$ cat src/rtl/idvr_shift_issue.sv
// rtl/idvr_shift_issue.sv - shift issue stage: one-deep request register feeding an external shifter, 2-entry result FIFO
//
// Purpose:
//    Accepts shift requests on a valid/ready handshake. The request is held in
//    stage 1 (S1), whose contents drive the external combinational shifter. The
//    shifter result is captured into a 2-entry output FIFO. Illegal ops
//    (IOP == 2'b10) are counted in a saturating counter.
//
// Configuration macro:
//    IDVR_SHIFT_ERRDROP_EN - when defined, illegal requests are counted and then
//    dropped at S1 instead of entering the output FIFO.
//
// Ports:
//    CLK     in   clock, rising edge
//    RST     in   synchronous active-high reset
//    IV/IR   in/out request valid / ready
//    IA      in   operand, W bits
//    IB      in   shift amount source, low TW bits used
//    IOP     in   00 SLL, 01 SRL, 11 SRA, 10 illegal
//    SI      out  operand to shifter (from S1)
//    SSHAMT  out  shift amount to shifter (from S1)
//    SS      out  op to shifter (from S1)
//    SO      in   shifter result
//    SERR    in   shifter illegal flag
//    OV/ORDY out/in result valid / downstream ready
//    OD      out  result data (FIFO head)
//    OE      out  result illegal-op flag (FIFO head)
//    ECNT    out  saturating count of accepted illegal requests
module idvr_shift_issue #(
   parameter int W  = 32,
   parameter int TW = 5
) (
   input  logic          CLK,
   input  logic          RST,
   input  logic          IV,
   output logic          IR,
   input  logic [W-1:0]  IA,
   input  logic [W-1:0]  IB,
   input  logic [1:0]    IOP,
   output logic [W-1:0]  SI,
   output logic [TW-1:0] SSHAMT,
   output logic [1:0]    SS,
   input  logic [W-1:0]  SO,
   input  logic          SERR,
   output logic          OV,
   input  logic          ORDY,
   output logic [W-1:0]  OD,
   output logic          OE,
   output logic [7:0]    ECNT
);

   localparam logic [1:0] OP_ILL = 2'b10;

   logic          s1_v_q, s1_v_d;
   logic [W-1:0]  s1_a_q, s1_a_d;
   logic [TW-1:0] s1_sh_q, s1_sh_d;
   logic [1:0]    s1_op_q, s1_op_d;

   logic [W-1:0]  mem_data_q [2];
   logic [W-1:0]  mem_data_d [2];
   logic          mem_err_q  [2];
   logic          mem_err_d  [2];
   logic          rd_q, rd_d;
   logic          wr_q, wr_d;
   logic [1:0]    cnt_q, cnt_d;

   // Last popped head, shown on OD/OE while the FIFO is empty so the
   // outputs never expose a stale slot that was never the head.
   logic [W-1:0]  last_data_q, last_data_d;
   logic          last_err_q, last_err_d;

   logic [7:0]    ecnt_q, ecnt_d;

   logic          pop, s1_move, accept, push, s1_ill;
   logic [W-1:0]  push_data;
   logic          push_err;

   logic          ib_unused;
   assign ib_unused = ^IB[W-1:TW];

   always_comb begin
      pop     = (cnt_q != 2'd0) && ORDY;
      s1_move = s1_v_q && ((cnt_q != 2'd2) || pop);
      IR      = !RST && (!s1_v_q || s1_move);
      accept  = IV && IR;
      s1_ill  = (s1_op_q == OP_ILL);
`ifdef IDVR_SHIFT_ERRDROP_EN
      push    = s1_move && !s1_ill;
`else
      push    = s1_move;
`endif
      // Illegal ops pass the operand through regardless of what the shifter returns.
      push_data = s1_ill ? s1_a_q : SO;
      push_err  = SERR || s1_ill;

      s1_v_d      = s1_v_q;
      s1_a_d      = s1_a_q;
      s1_sh_d     = s1_sh_q;
      s1_op_d     = s1_op_q;
      mem_data_d  = mem_data_q;
      mem_err_d   = mem_err_q;
      rd_d        = rd_q;
      wr_d        = wr_q;
      cnt_d       = cnt_q;
      last_data_d = last_data_q;
      last_err_d  = last_err_q;
      ecnt_d      = ecnt_q;

      if (accept) begin
         s1_v_d  = 1'b1;
         s1_a_d  = IA;
         s1_sh_d = IB[TW-1:0];
         s1_op_d = IOP;
      end else if (s1_move) begin
         s1_v_d = 1'b0;
      end

      // When full, wr == rd: the write lands in the slot being popped this cycle.
      if (push) begin
         mem_data_d[wr_q] = push_data;
         mem_err_d[wr_q]  = push_err;
         wr_d             = ~wr_q;
      end

      if (pop) begin
         last_data_d = mem_data_q[rd_q];
         last_err_d  = mem_err_q[rd_q];
         rd_d        = ~rd_q;
      end

      case ({push, pop})
         2'b10:   cnt_d = cnt_q + 2'd1;
         2'b01:   cnt_d = cnt_q - 2'd1;
         default: cnt_d = cnt_q;
      endcase

      if (accept && (IOP == OP_ILL) && (ecnt_q != 8'hFF)) begin
         ecnt_d = ecnt_q + 8'd1;
      end
   end

   always_ff @(posedge CLK) begin
      if (RST) begin
         s1_v_q        <= 1'b0;
         s1_a_q        <= '0;
         s1_sh_q       <= '0;
         s1_op_q       <= '0;
         mem_data_q[0] <= '0;
         mem_data_q[1] <= '0;
         mem_err_q[0]  <= 1'b0;
         mem_err_q[1]  <= 1'b0;
         rd_q          <= 1'b0;
         wr_q          <= 1'b0;
         cnt_q         <= 2'd0;
         last_data_q   <= '0;
         last_err_q    <= 1'b0;
         ecnt_q        <= 8'd0;
      end else begin
         s1_v_q      <= s1_v_d;
         s1_a_q      <= s1_a_d;
         s1_sh_q     <= s1_sh_d;
         s1_op_q     <= s1_op_d;
         mem_data_q  <= mem_data_d;
         mem_err_q   <= mem_err_d;
         rd_q        <= rd_d;
         wr_q        <= wr_d;
         cnt_q       <= cnt_d;
         last_data_q <= last_data_d;
         last_err_q  <= last_err_d;
         ecnt_q      <= ecnt_d;
      end
   end

   assign SI     = s1_a_q;
   assign SSHAMT = s1_sh_q;
   assign SS     = s1_op_q;
   assign OV     = (cnt_q != 2'd0);
   assign OD     = OV ? mem_data_q[rd_q] : last_data_q;
   assign OE     = OV ? mem_err_q[rd_q]  : last_err_q;
   assign ECNT   = ecnt_q;

endmodule

$ cat config.mk
export PLATFORM = sky130hd
export DESIGN_NAME = idvr_shift_issue
export DESIGN_NICKNAME = d
export VERILOG_FILES = /design/src/rtl/idvr_shift_issue.sv
export SDC_FILE = /design/constraint.sdc
export NUM_CORES = 1
export LEC_CHECK = 0
export ABC_CLOCK_PERIOD_IN_PS = 4000
export CAP_MARGIN = 15
export CORE_AREA = 2 2 113 115
export CTS_BUF_LIST = sky130_fd_sc_hd__clkbuf_8
export DETAILED_ROUTE_END_ITERATION = 7
export DIE_AREA = 0 0 115 117
export PLACE_DENSITY = 0.84
export SYNTH_ARGS = -nofsm -noshare
export SYNTH_HDL_FRONTEND = slang
export SYNTH_SLANG_ARGS = --single-unit
$ cat constraint.sdc
create_clock -name CLK -period 4 [get_ports CLK]
set_input_delay 0.8 -clock CLK [delete_from_list [all_inputs] [get_ports CLK]]
set_output_delay 0.8 -clock CLK [all_outputs]
set_load 0.02 [all_outputs]
# Word level (Yosys, flattened, before mapping)
# Cells that the tools add are included.
# word_totals
reg_bits	151
latchBits	0
mem_bits_rw	0
romBits	0
input_bits	103
wordCells	63
mem_count	0
# classes
addsub	3
n_mul	0
div_mod_pow	0
magnitude_cmp	3
n_eq_ne	6
shifts	0
mux	18
n_bitwise	4
n_reduce_logical	15
# ops
op	count
32-bit two-way mux	6
64-bit bitwise mux	1
32-bit demux with 1-bit select	1
8-bit by 1-bit adder with 8-bit output (second input constant)	1
8-bit != test (second input constant)	1
1-bit logical AND	7
1-bit two-way mux	7
2-bit == test (second input constant)	3
2-bit nonzero test	3
2-bit greater-or-equal comparator (second input constant)	2
1-bit inverter with 2-bit output	2
2-bit case mux with 2 select lines	1
1-bit logical OR	3
2-bit by 1-bit adder with 2-bit output (second input constant)	1
2-bit bitwise mux	1
2-bit by 1-bit == test with 1-bit output (second input constant)	1
1-bit zero test	2
2-bit by 1-bit less-than comparator with 1-bit output (second input constant)	1
2-bit != test (second input constant)	1
1-bit inverter	2
2-bit by 1-bit subtractor with 2-bit output (second input constant)	1
1-bit demux with 1-bit select	1

# Depth between registers and ports, before layout
# logic_depth
word_depth	9
mapped_depth	9

# Worst setup path after synthesis
# Ideal clock, no wire load.
# synth_path
kind	flip-flop to output port
from	register cnt_q[0]
to	output OD[0]
arrival_time_ns	1.505
slack_ns	1.695
stages_incl_launch_ff	6
path_cell_list	dfxtp_1 > or2_1 > buf_2 > buf_2 > buf_1 > a21oi_1
# synth_via
elab_chain_cells	2
# synth_rtl
item	line	text
from (decl)	65	logic [1:0] cnt_q, cnt_d;
from (signal assigned)	167	cnt_q <= cnt_d;
2-bit nonzero test	177	assign OV = (cnt_q != 2'd0);
named net OV	45	output logic OV,
32-bit two-way mux	178	assign OD = OV ? mem_data_q[rd_q] : last_data_q;
to (decl)	47	output logic [W-1:0] OD,
# The timed path passes the listed nets, and every way through them passes these cells.

# Worst setup path after layout
# layout_path
from	register cnt_q[0]
to	output OD[5]
# layout_via
elab_chain_cells	2
# layout_rtl
item	line
2-bit nonzero test	177
32-bit two-way mux	178
# Every way passes these cells.

==> impl_metrics.tcl <==
set metrics [dict create \
    outcome "completed" \
    p_per_area_mw_per_mm2 626 \
    dp_hpwl_um 10700 \
    synthFlopType "dfxtp_1" \
    place_ws_ns 0.733 \
    fin_util 0.676 \
    antenna_found_initial 0 \
    cts_buffers 17 \
    synth_fp_nets 829 \
    cts-resized-gates 0 \
    report.final.slew_viol_count 0 \
    hold_buffers 0 \
    synthesis.area_sq_mm 0.00640 \
    drtAntennaViolNets 0 \
    syn_area_per_cell_sq_um 8.84 \
    clkTransAtPathRegs_ns 0.07 \
    fin_area_sq_mm 0.00833 \
    fin_crit_sh 0.884 \
    slew_headroom 0.463 \
    cellLeakagePower_nw 3.05 \
    via_per_inst 5.56 \
    grt_pass1_wl_um 25300 \
    first_iter_violations 346 \
    hold_class "register to register" \
    crit_family "buffers and inverters" \
    post_cts_buffers 0 \
    dpl_cell_area_sq_mm 0.00798 \
    layout_commonest_cell "clkdlybuf4s50_1" \
    p_total_mw 5.21 \
    crit_path_start "cnt_q[0]" \
    cts_tree "built" \
    worst-path-buf-inv 2 \
    synth_edf_count 0 \
    path_max_fanout 35 \
    clockBufferDepth 2 \
    startpoint_type "register" \
    tightest_slew_ns 0.806 \
    vias 5603 \
    synth_compound_area_frac 0.207 \
    core_sq_mm 0.0123 \
    start_util 0.520 \
    firstDrtPassIters 5 \
    cp.arrival_ns 2.74 \
    ys_ff_latch 151 \
    setup_viol 0 \
    yosys.area.top_type "dfxtp_1" \
    area_delta_synth_final_pct 30.1 \
    cp-end-kind "output port" \
    gp_congestion 0.753 \
    finalClockSkew_ns 0.00818 \
    drive_gt1_frac 0.0782 \
    synth_cell_type_count 37 \
    critPathRequiredTime_ns 3.20 \
    synth_top_family_by_area "compound AO/OA/AOI/OAI gates" \
    critPathMaxStageDelay_ns 0.64 \
    antenna_cells 0 \
    hp-start "SSHAMT[3]" \
    rows 41 \
    crit_slowest_cell "clkdlybuf4s50_1" \
    r2r-start "cnt_q[0]" \
    path_cells "or2_2 > buf_4 > nor2_1 > a21oi_1 > clkdlybuf4s50_1" \
    die_h_um 117 \
    ioPinCount 185 \
    layout_setup_ws_ns 0.464 \
    grt_pass1_vias 5317 \
    finalNetCount 952 \
    setup_tns_ns 0 \
    synth_adder_area_share 0.00391 \
    fp.dieW_um 115 \
    maxCapViolCount 0 \
    clk_latency_ns 0.45 \
    cts_num_sinks 151 \
    final_cell_mix "clkdlybuf4s50_1 (156), dfxtp_1 (150), nor2_1 (138)" \
    cts_root_buffer "clkbuf_8" \
    drc 0 \
    grt.total_usage 0.237 \
    synth_xor_area_frac 0.00547 \
    synth_cells 724 \
    overflow 0 \
    synthSimpleGateAreaFrac 0.158 \
    dieArea_sq_mm 0.0135 \
    grt_max_degree 68 \
    synthArstFlopShare 0 \
    rsz0062_at_grt "false" \
    crit_type "register to output port" \
    ir_drop_mv 0.246 \
    yosysTopAreaCellShare 0.472 \
    muxShareOfSynthArea 0.103 \
    synthTopCellsByArea "dfxtp_1 (47%), mux2i_1 (10%), a211oi_1 (9.3%)" \
    fin_crit_ns 3.54 \
    route.detailed.wl_per_inst_um 15.7 \
    routed_wl_um 15800 \
    clock.fmax_ghz 0.283 \
    finalHoldViolations 0 \
    yosysSeqAreaShare 0.472 \
    htree_levels 4 \
    nFillCells 1000 \
    portBuffers 157 \
    ys_warn_count 0 \
]
cells by family after synthesis:
group	count (synthesis)
AO/OA/AOI/OAI	189
AND/OR/NAND/NOR	244
multiplexers	66
adder cells (fa/ha/maj)	2
flip-flops	151
buffers and inverters	68
XOR/XNOR	4
metal layers:
layer  part of all wire  wire, um  global-route usage  vias up
met2               0.49      7770               0.398      169
li1                   -         -                   -     2776
met5                  0         0                   0        -
met3              0.065      1030              0.0690       20
met4              0.014       219              0.0763        0
met1               0.43      6780               0.294     2638
cell usage after synthesis, drive strengths merged (3+ instances only):
library cell	count
dfxtp	151
nor2	138
nand4	3
buf	35
nand2	79
nand3	5
nand2b	3
or4	3
o31ai	3
clkbuf	31
a21oi	40
mux2i	66
o21ai	41
a211oi	99
and2	3
through the flow:
step	hold slack, ns	instances
floorplan	0.473	724
global placement	0.445	977
detailed placement	0.464	977
CTS	0.475	1006
global route	0.498	1007
finish	0.469	1007
sequential cells by signal (all words and copies together) (netlist names), 2 cells and up:
signal and count:
ECNT 8, last_data_q 32, SSHAMT 5, mem_data_q 64, mem_err_q 2, cnt_q 2, SS 2, SI 32
worst register-to-register path, delay by kind of cell (launching register included):
family,cells,cell delay (ns)
AOI/OAI and AO/OA,1,0.25
buffers and inverters,1,0.62
DFF,1,0.43
and+or+nand+nor,3,1.07
worst paths after layout:
check,endpoint,slack (ns),cells past startpoint
worst max-delay path,OD[5],0.46,5
worst min-delay path,SSHAMT[3],0.47,2
worst max register to register,last_data_q[16],1.55,5
worst min register to register,SSHAMT[3],0.47,2
power breakdown:
group	internal (mW)	switching, mW
Combinational	1.04	1.32
Clock	0.497	0.506
Sequential	1.70	0.148
cell type report:
class,instances,area (sq um),area share
clock buffer,19,262,0.0314
clock inverter,10,68.8,0.00827
inverter,2,7.51,0.000902
multi-input combinational,505,3070,0.369
sequential,151,3020,0.363
tap,150,188,0.0225
timing repair buffer,170,1700,0.205
Note: power is estimated with default switching activity, not from simulation.
